**src/rtl/conv_job_sched_if.sv**
```systemverilog
// Job issue / result return channel between the scheduler and the convolution datapath.
// No latency of its own; pure signal bundle.
// Backpressure: job_ready stalls the scheduler; res_valid returns one credit per pulse.
interface conv_job_sched_if #(
    parameter int OCH_W = 2,
    parameter int CW    = 6
);
    logic                  job_valid;
    logic                  job_ready;
    logic [OCH_W-1:0]      job_och;
    logic [CW-1:0]         job_orow;
    logic [CW-1:0]         job_ocol;
    logic signed [CW+1:0]  job_irow;
    logic signed [CW+1:0]  job_icol;
    logic                  res_valid;

    modport master (
        output job_valid, job_och, job_orow, job_ocol, job_irow, job_icol,
        input  job_ready, res_valid
    );

    modport slave (
        input  job_valid, job_och, job_orow, job_ocol, job_irow, job_icol,
        output job_ready, res_valid
    );
endinterface

```
**src/rtl/conv_job_sched.sv**
```systemverilog
// Walks every (och, orow, ocol) of a conv layer and issues one window job per output pixel.
// Latency: go -> first job_valid 1 cycle; one job per cycle while credits and job_ready allow.
// Backpressure: job fields held while job_ready is low; issue pauses at MAX_OUT jobs in flight.
module conv_job_sched #(
    parameter int IN_DIM  = 128,
    parameter int K       = 5,
    parameter int PAD     = 2,
    parameter int STRIDE  = 2,
    parameter int OUT_CH  = 4,
    parameter int MAX_OUT = 4
) (
    input  logic             clock,
    input  logic             reset,
    input  logic             go,
    conv_job_sched_if.master job_if,
    output logic             busy,
    output logic             flag,
    output logic             err
);
    localparam int OUT_DIM = (IN_DIM + 2*PAD - K) / STRIDE + 1;
    localparam int CW      = $clog2(OUT_DIM);
    localparam int OCH_W   = (OUT_CH > 1) ? $clog2(OUT_CH) : 1;
    localparam int TOTAL   = OUT_CH * OUT_DIM * OUT_DIM;
    localparam int OW      = $clog2(MAX_OUT + 1);
    localparam int CPW     = $clog2(TOTAL + 1);

    localparam logic [CW-1:0]        LAST_POS = CW'(OUT_DIM - 1);
    localparam logic [OCH_W-1:0]     LAST_CH  = OCH_W'(OUT_CH - 1);
    localparam logic signed [CW+1:0] STRIDE_S = (CW+2)'(STRIDE);
    localparam logic signed [CW+1:0] PAD_S    = (CW+2)'(PAD);

    typedef enum logic [1:0] {IDLE, ISSUE, DRAIN, DONE} state_t;

    state_t           state;
    logic [OCH_W-1:0] och;
    logic [CW-1:0]    orow;
    logic [CW-1:0]    ocol;
    logic [OW-1:0]    outstanding;
    logic [CPW-1:0]   completed;
    logic             valid_r;

    logic             xfer;
    logic             res_ok;
    logic             last_job;
    logic [OW-1:0]    out_nxt;

    // The job descriptor is the walk counters themselves, so it is stable by construction.
    assign job_if.job_valid = valid_r;
    assign job_if.job_och   = och;
    assign job_if.job_orow  = orow;
    assign job_if.job_ocol  = ocol;
    assign job_if.job_irow  = $signed({2'b00, orow}) * STRIDE_S - PAD_S;
    assign job_if.job_icol  = $signed({2'b00, ocol}) * STRIDE_S - PAD_S;

    // Handshake decode and next in-flight count; a result with nothing in flight is ignored.
    always_comb begin
        xfer     = valid_r && job_if.job_ready;
        res_ok   = job_if.res_valid && (outstanding != '0);
        last_job = (och == LAST_CH) && (orow == LAST_POS) && (ocol == LAST_POS);
        out_nxt  = outstanding;
        if (xfer && !res_ok) begin
            out_nxt = outstanding + OW'(1);
        end else if (!xfer && res_ok) begin
            out_nxt = outstanding - OW'(1);
        end
    end

    // Layer sequencer: raster walk with och outermost, credit-gated issue, drain, done pulse.
    always_ff @(posedge clock) begin
        if (reset) begin
            state       <= IDLE;
            och         <= '0;
            orow        <= '0;
            ocol        <= '0;
            outstanding <= '0;
            completed   <= '0;
            valid_r     <= 1'b0;
            busy        <= 1'b0;
            flag        <= 1'b0;
            err         <= 1'b0;
        end else begin
            outstanding <= out_nxt;
            completed   <= completed + CPW'(res_ok);
            if (job_if.res_valid && (outstanding == '0)) begin
                err <= 1'b1;
            end
            flag <= 1'b0;

            unique case (state)
                IDLE: begin
                    if (go) begin
                        state       <= ISSUE;
                        och         <= '0;
                        orow        <= '0;
                        ocol        <= '0;
                        outstanding <= '0;
                        completed   <= '0;
                        err         <= 1'b0;
                        busy        <= 1'b1;
                        valid_r     <= 1'b1;
                    end
                end
                ISSUE: begin
                    if (xfer) begin
                        if (ocol == LAST_POS) begin
                            ocol <= '0;
                            if (orow == LAST_POS) begin
                                orow <= '0;
                                och  <= och + OCH_W'(1);
                            end else begin
                                orow <= orow + CW'(1);
                            end
                        end else begin
                            ocol <= ocol + CW'(1);
                        end
                    end
                    // Credits only shrink through a transfer, so an offered job is never withdrawn.
                    if (xfer && last_job) begin
                        state   <= DRAIN;
                        valid_r <= 1'b0;
                    end else begin
                        valid_r <= (out_nxt < OW'(MAX_OUT));
                    end
                end
                DRAIN: begin
                    if ((completed == CPW'(TOTAL)) && (outstanding == '0)) begin
                        state <= DONE;
                        flag  <= 1'b1;
                        busy  <= 1'b0;
                    end
                end
                DONE: begin
                    state <= IDLE;
                end
                default: begin
                    state <= IDLE;
                end
            endcase
        end
    end
endmodule

```
**src/flat_wrapper.sv**
```systemverilog
// flat-port wrapper written by rule: the top's interface ports become plain ports
module conv_job_sched_flat 
#(
    parameter int IN_DIM  = 128,
    parameter int K       = 5,
    parameter int PAD     = 2,
    parameter int STRIDE  = 2,
    parameter int OUT_CH  = 4,
    parameter int MAX_OUT = 4
)
  (clock, reset, go, busy, flag, err, job_if_job_valid, job_if_job_och, job_if_job_orow, job_if_job_ocol, job_if_job_irow, job_if_job_icol, job_if_job_ready, job_if_res_valid);
  conv_job_sched_if #(.OCH_W(((OUT_CH > 1) ? $clog2(OUT_CH) : 1)), .CW(($clog2(((IN_DIM + 2*PAD - K) / STRIDE + 1))))) job_if_i ();
  input  logic clock;
  input  logic reset;
  input  logic go;
  output logic busy;
  output logic flag;
  output logic err;
  output wire logic [$bits(job_if_i.job_valid)-1:0] job_if_job_valid;
  output wire logic [$bits(job_if_i.job_och)-1:0] job_if_job_och;
  output wire logic [$bits(job_if_i.job_orow)-1:0] job_if_job_orow;
  output wire logic [$bits(job_if_i.job_ocol)-1:0] job_if_job_ocol;
  output wire logic [$bits(job_if_i.job_irow)-1:0] job_if_job_irow;
  output wire logic [$bits(job_if_i.job_icol)-1:0] job_if_job_icol;
  input wire logic [$bits(job_if_i.job_ready)-1:0] job_if_job_ready;
  input wire logic [$bits(job_if_i.res_valid)-1:0] job_if_res_valid;
  assign job_if_job_valid = job_if_i.job_valid;
  assign job_if_job_och = job_if_i.job_och;
  assign job_if_job_orow = job_if_i.job_orow;
  assign job_if_job_ocol = job_if_i.job_ocol;
  assign job_if_job_irow = job_if_i.job_irow;
  assign job_if_job_icol = job_if_i.job_icol;
  assign job_if_i.job_ready = job_if_job_ready;
  assign job_if_i.res_valid = job_if_res_valid;
  conv_job_sched #(.IN_DIM(IN_DIM), .K(K), .PAD(PAD), .STRIDE(STRIDE), .OUT_CH(OUT_CH), .MAX_OUT(MAX_OUT)) u_core (.clock(clock), .reset(reset), .go(go), .job_if(job_if_i), .busy(busy), .flag(flag), .err(err));
endmodule
```
**config.mk**
```make
export PLATFORM = sky130hd
export DESIGN_NAME = conv_job_sched_flat
export DESIGN_NICKNAME = d
export VERILOG_FILES = /design/src/rtl/conv_job_sched_if.sv /design/src/rtl/conv_job_sched.sv /design/src/flat_wrapper.sv
export SDC_FILE = /design/constraint.sdc
export NUM_CORES = 1
export LEC_CHECK = 0
export ABC_AREA = 1
export CELL_PAD_IN_SITES_DETAIL_PLACEMENT = 1
export CELL_PAD_IN_SITES_GLOBAL_PLACEMENT = 1
export CORE_MARGIN = 10
export CORE_UTILIZATION = 40
export DETAILED_ROUTE_END_ITERATION = 6
export GPL_TIMING_DRIVEN = 0
export PLACE_DENSITY = 0.88
export RECOVER_POWER = 25
export REMOVE_ABC_BUFFERS = 1
export SLEW_MARGIN = 20
export SYNTH_ARGS = -nofsm -noshare
export SYNTH_HDL_FRONTEND = slang
export SYNTH_SLANG_ARGS = --single-unit
export TNS_END_PERCENT = 20
```
**constraint.sdc**
```tcl
create_clock -name clock -period 4.5 [get_ports clock]
set_input_delay 0.675 -clock clock [delete_from_list [all_inputs] [get_ports clock]]
set_output_delay 0.675 -clock clock [all_outputs]
set_load 0.01 [all_outputs]
```
==> results of run 1 <==
==> cells by family (layout without fill, tap and decap cells) <==
| logic type | count (synthesis) | in the layout | share of synthesized area |
|---|---|---|---|
| buffers and inverters | 53 | 89 | 0.09861 |
| AO/OA/AOI/OAI | 42 | 42 | 0.1079 |
| multiplexers | 1 | 1 | 0.005190 |
| AND/OR/NAND/NOR | 147 | 147 | 0.3005 |
| other | 1 | 2 | 0.001728 |
| flip-flops | 38 | 38 | 0.3506 |
| adder cells (fa/ha/maj) | 13 | 13 | 0.07497 |
| XOR/XNOR | 15 | 15 | 0.06056 |
==> tightest hold or removal path, stage by stage, from the launching register on <==
cell and delay [ns]:
dfxtp_1 0.31, inv_1 0.05, a21oi_1 0.05
==> per-layer routing <==
layer,up-vias,share of wire
met2,34,0.49
met3,9,0.047
met5,-,0
met1,959,0.45
li1,1045,-
met4,0,0.018
==> cell usage in the layout, fill, tap and decap left out, types with 8 or more instances in the layout <==
master / count
xor2_1: 9
nor3_1: 9
nand2_1: 65
clkbuf_8: 8
o21ai_0: 16
inv_1: 42
dlygate4sd3_1: 8
a21oi_1: 22
clkdlybuf4s50_1: 28
dfxtp_1: 38
nand3_1: 18
nor2_1: 40
ha_1: 13
==> power by group through the flow <==
| stage | clock (uW) | sequential (uW) | combinational [uW] |
|---|---|---|---|
| after detailed placement | 0 | 430 | 790 |
| after CTS | 287 | 424 | 805 |
| after global routing | 299 | 431 | 851 |
| after floorplan | 0 | 431 | 445 |
| final | 277 | 424 | 765 |
| after global placement | 0 | 427 | 758 |
==> how the worst max path moves through the flow <==
stage | slack [ns] | depth (start not counted) | end
floorplan | 2.41 | 14 | u_core.completed[10]
global placement | 1.57 | 12 | u_core.completed[10]
detailed placement | 1.47 | 12 | u_core.completed[10]
CTS | 1.75 | 12 | u_core.completed[10]
global route | 1.53 | 12 | u_core.completed[10]
finish | 1.77 | 12 | u_core.completed[10]
==> Yosys cell counts (all sizes together) (2+ instances only) <==
cell     n
buf      5
xnor2    6
nand3b   3
dfxtp   38
clkbuf   3
ha      13
nor2    45
inv     44
xor2     9
a21oi   22
nand4    2
a211oi   2
nand3   18
o21ai   16
nor3     9
nand2   67
==> state kept, by name, summed over array words and instances, names as in the netlist <==
name / cells
u_core.job_if.job_och: 2
u_core.state: 2
u_core.err: 1
u_core.job_if.job_valid: 1
u_core.completed: 15
u_core.job_if.job_ocol: 6
u_core.outstanding: 3
u_core.flag: 1
u_core.busy: 1
u_core.job_if.job_orow: 6
==> per-stage QoR <==
stage / setup WS (ns) / hold WS, ns / instance area (um^2)
final: 1.767 / 0.4505 / 2661
after global routing: 1.535 / 0.4856 / 2661
after CTS: 1.747 / 0.4560 / 2686
after detailed placement: 1.469 / 0.4443 / 2576
after global placement: 1.568 / 0.4383 / 2576
after floorplan: 2.412 / 0.4473 / 2128
==> cell type report <==
cell class	count	area, um^2	share of cell area
multi-input cells	220	1174	0.4410
well taps	70	87.58	0.03291
repair buffers	36	360.3	0.1354
flip-flops and latches	38	760.7	0.2858
clock buffers	8	110.1	0.04137
inverters	45	168.9	0.06347
==> impl_metrics.ini, run 1 <==
[status]
status = complete, no violations

[pwr]
switching_power_uw = 593.6
p_sw_frac = 0.4047
intPower_uw = 873.1
peakVddDrop_v = 0.0002814
p_clk_frac = 0.189
power_frac_seq = 0.289
power_leakage_uw = 0.001116
powerDensity_nw_per_um2 = 551.1
finalPower_uw = 1467
p_comb_frac = 0.522

[clock_tree]
cts_sinks = 38
cts_resized = 0
clock_path_buffers = 2
clock_latency_ns = 0.29
cts_root_buf = clkbuf_8
post_cts_buffers = 0
path_clk_slew_ns = 0.08
cts_buffers = 5
cts_tree = built
cts_hold_buf = 0
htree_levels = 2

[critical_path]
critPathArrivalTime_ns = 2.92
critPathTopFamily = simple AND/OR/NAND/NOR gates
start_kind = input port
reg2reg_to = u_core.completed[10]
cp-end-kind = flop
r2r_slack_ns = 1.83
path_cells = clkdlybuf4s50_1, nand2_1, inv_1, ha_1, ha_1, nand3_1, nor2_1, nand3_1, nor2_1, nand2_1, o21ai_0, a21oi_1
required_ns = 4.69
startpoint = job_if_res_valid
cp.buffers_inverters = 2
crit_type = in -> reg
path_max_fanout = 4
r2r_start = u_core.outstanding[0]
crit_slowest_cell = clkdlybuf4s50_1
r2r.worst_path.cells = 14
slowest_delay_ns = 0.48

[timing]
hold_viol = 0
setup-tns-final_ns = 0
finalCriticalPeriod_ns = 2.733
finalCritPeriodShare = 0.6074
maxSlewHeadroom = 0.6327
max_freq_mhz = 365.8
worst_pin_slew_ns = 0.5492
finClkSkew_ns = 0.003800
rsz0062_at_grt = no
setup_violations = 0
slew_viol_final = 0

[final_layout]
fillers = 670
stdcell_count = 417
finalNetCount = 364
post-route-util = 0.5145
insertedDiodeCount = 0
area_growth_pct = 22.66
drive_gt1_frac = 0.04899

[grt]
grtUsageMet2 = 0.2297
met3_usage = 0.03437
grt_pass1_vias = 2095
use_met1 = 0.1557
grt.busiest_layer = met2
grt_start_max_net_pins = 13
antenna_found_initial = 0
grt_pass1_wl_um = 9680
grt.overflow.total = 0
grt_use_total = 0.1351

[drt]
drc = 0
ant_nets = 0
drtIter0Drc = 84
routed_wl_um = 5941
wl_per_cell_um = 14.25
drt_pass1_iterations = 4
vias = 2047
vias_per_cell = 4.909

[min_path]
min_path_cells = 2
hold_path_end = u_core.err
hold_path.class = reg -> reg
min-delay-start = u_core.err

[placed_design]
placed_cells = 409
gp_congestion = 0.7830
post-dp-hpwl_um = 4613
io_buffers = 36

[logic_synthesis]
synth_edf_count = 0
yosys_warnings = 0
ys_types = 34
synth_area_leaders = dfxtp_1, nand2_1, ha_1, inv_1, nor2_1
ys_ff_latch = 38
syn_area_um2 = 2170
yosysTopAreaCell = dfxtp_1
yosysSeqAreaShare = 0.3506
syn_avg_cell_area_um2 = 6.999
synth_ff_type = dfxtp_1
syn_inst = 310
yosysTopAreaCellShare = 0.3506
async_flop_share = 0

[floorplan]
core_um2 = 5172
ios = 39
die_w_um = 93.65
die_h_um = 93.65
die-area_um2 = 8769
initial_core_util = 0.4194
num_rows = 26

[run]
maxCapViolations = 0
(Power assumes the default switching activity.)
==> run 2: changes to the inputs <==
--- a/config.mk
+++ b/config.mk
@@ -9,10 +9,10 @@
 export CELL_PAD_IN_SITES_DETAIL_PLACEMENT = 1
 export CELL_PAD_IN_SITES_GLOBAL_PLACEMENT = 1
 export CORE_MARGIN = 10
-export CORE_UTILIZATION = 40
+export CORE_UTILIZATION = 34
 export DETAILED_ROUTE_END_ITERATION = 6
 export GPL_TIMING_DRIVEN = 0
-export PLACE_DENSITY = 0.88
+export PLACE_DENSITY = 0.8
 export RECOVER_POWER = 25
 export REMOVE_ABC_BUFFERS = 1
 export SLEW_MARGIN = 20
==> constraint.sdc (replaced) <==
create_clock -name clock -period 2.2 [get_ports clock]
set_input_delay 0.33 -clock clock [delete_from_list [all_inputs] [get_ports clock]]
set_output_delay 0.33 -clock clock [all_outputs]
set_load 0.01 [all_outputs]
==> run 2 against run 1 <==
Flip-flop and latch count stayed put. Total power is 110% higher. Core utilization is 6.4 points lower. Clock skew is 0.0012 ns lower. Die area is 14% higher. Via count is 2.1% higher. Global-route usage is 1.9 points lower. Design area is 6.2% higher. Largest power group unchanged.
==> impl_metrics.ini, run 2 (synthesis gave the netlist of run 1 again) <==
[clock_tree]
cts_buffers = 5
path_clk_slew_ns = 0.08
cts_sinks = 38
htree_levels = 2
clock_path_buffers = 2
clock_latency_ns = 0.28
cts_hold_buf = 0
cts_tree = built
cts_root_buf = clkbuf_8

[critical_path]
r2r.worst_path.cells = 14
crit_slowest_cell = dfxtp_2
path_cells = inv_1, ha_1, nand2_1, nand2_1, inv_2, ha_4, ha_2, nand3_2, nor2_4, nand3_4, nor2_4, buf_4, a21oi_1, o21a_1
cp-end-kind = flop
required_ns = 2.39
r2r_slack_ns = 0.13
path_depth = 14
r2r_start = u_core.outstanding[1]
worstSetupEndpoint = u_core.completed[12]
start_kind = flop
critPathTopFamily = simple AND/OR/NAND/NOR gates
startpoint = u_core.outstanding[1]
slowest_delay_ns = 0.36
path_max_fanout = 4
reg2reg_to = u_core.completed[12]
cp.buffers_inverters = 3
critPathArrivalTime_ns = 2.26
crit_type = reg -> reg

[floorplan]
initial_core_util = 0.3456
die-area_um2 = 9976
die_w_um = 99.88
num_rows = 29
ios = 39
core_um2 = 6277
die_h_um = 99.88

[final_layout]
multi_input_area_um2 = 1259
most-common-layout-cells = nand2_1, inv_1, nor2_1, dfxtp_1, clkdlybuf4s50_1
drive_gt1_frac = 0.1243
mostFrequentLayoutCell = nand2_1
post-route-util = 0.4501
largest_register = u_core.completed
regArea_um2 = 767.0
largest_reg_flops = 15
area_growth_pct = 30.22
fillers = 795
finalNetCount = 371
insertedDiodeCount = 0

[grt]
grt_pass1_vias = 2178
grt_use_total = 0.1165
grt_start_max_net_pins = 13
grt.overflow.total = 0
grt_pass1_wl_um = 9894
antenna_found_initial = 0

[placed_design]
post-dp-hpwl_um = 4554
gp_congestion = 0.7742
io_buffers = 36

[timing]
worst_pin_slew_ns = 0.5039
whs_ns = 0.4556
rsz0062_at_grt = yes
hold_viol = 0
finalCriticalPeriod_ns = 2.070
setup_violations = 0
finClkSkew_ns = 0.002562
setup-tns-final_ns = 0
maxSlewHeadroom = 0.6630
max_freq_mhz = 483.2
finalCritPeriodShare = 0.9407
slew_viol_final = 0

[pwr]
peakVddDrop_v = 0.0003829
powerDensity_nw_per_um2 = 1077
power_leakage_uw = 0.001155

[drt]
drt_pass1_iterations = 4
wl_per_cell_um = 13.72
vias_per_cell = 4.852
drc = 0
ant_nets = 0
vias = 2091
drtIter0Drc = 85
routed_wl_um = 5912

[status]
status = complete, no violations

[run]
maxCapViolations = 0

[min_path]
hold_path.class = reg -> reg
[run 2: cell count changes in the layout (fill, tap and decap cells not counted), moves of 3 or more]
cell / previous run / this run
inv_2: 1 / 4
dfxtp_1: 38 / 33
dlymetal6s2s_1: 0 / 5
o21ai_0: 16 / 12
buf_4: 0 / 7
nor2_4: 0 / 3
dlygate4sd3_1: 8 / 0
nor2_1: 40 / 37
dfxtp_2: 0 / 5
[run 2: per-layer routing]
| layer | wire [um] | global-route usage |
|---|---|---|
| met3 | 179 | 0.02060 |
| met4 | 74 | 0.04300 |
| met1 | 2697 | 0.1331 |
| met2 | 2961 | 0.2101 |
| met5 | 0 | 0 |
[run 2: tightest hold or removal path, cell delays in order, from the launching register on]
cell     delay (ns)
dfxtp_1        0.31
inv_1          0.05
a21oi_1        0.05
[run 2: final cells by class]
class                      count  share of cell area
tap                           77             0.03410
timing repair buffer          43              0.1501
sequential                    38              0.2715
inverter                      45             0.05979
multi-input combinational    220              0.4455
clock buffer                   8             0.03897
[run 2: how the worst min path moves through the flow]
| stage | from | end | slack, ns | cells after the start |
|---|---|---|---|---|
| 6_report | u_core.err | u_core.err | 0.46 | 2 |
| 5_1_grt | u_core.err | u_core.err | 0.49 | 2 |
| 4_1_cts | u_core.err | u_core.err | 0.46 | 2 |
| 3_5_place_dp | u_core.err | u_core.err | 0.45 | 2 |
| 3_3_place_gp | u_core.err | u_core.err | 0.44 | 2 |
| 2_1_floorplan | reset | u_core.busy | 0.40 | 1 |
[run 2: stage by stage]
| step | cell area, um^2 | setup WS, ns | std cells | power (uW) |
|---|---|---|---|---|
| 3_5_place_dp | 2585 | -0.4622 | 416 | 2496 |
| 4_1_cts | 2730 | -0.01437 | 425 | 3069 |
| 3_3_place_gp | 2585 | -0.3787 | 416 | 2429 |
| 6_report | 2825 | 0.1305 | 431 | 3043 |
| 5_1_grt | 2825 | -0.05482 | 431 | 3293 |
| 2_1_floorplan | 2128 | 0.1115 | 303 | 1793 |
[run 2: power by group]
group | leakage (uW) | internal, uW | switching (uW)
clock network | 0.0000575 | 317 | 250
registers | 0.000310 | 787 | 86.1
logic | 0.000787 | 713 | 890
total | 0.00115 | 1820 | 1230
[run 2: timing repair]
item,in CTS,in global routing
buffers inserted,1,6
resized for setup,14,13
endpoints found under the setup margin,6,11
pin swaps,1,3
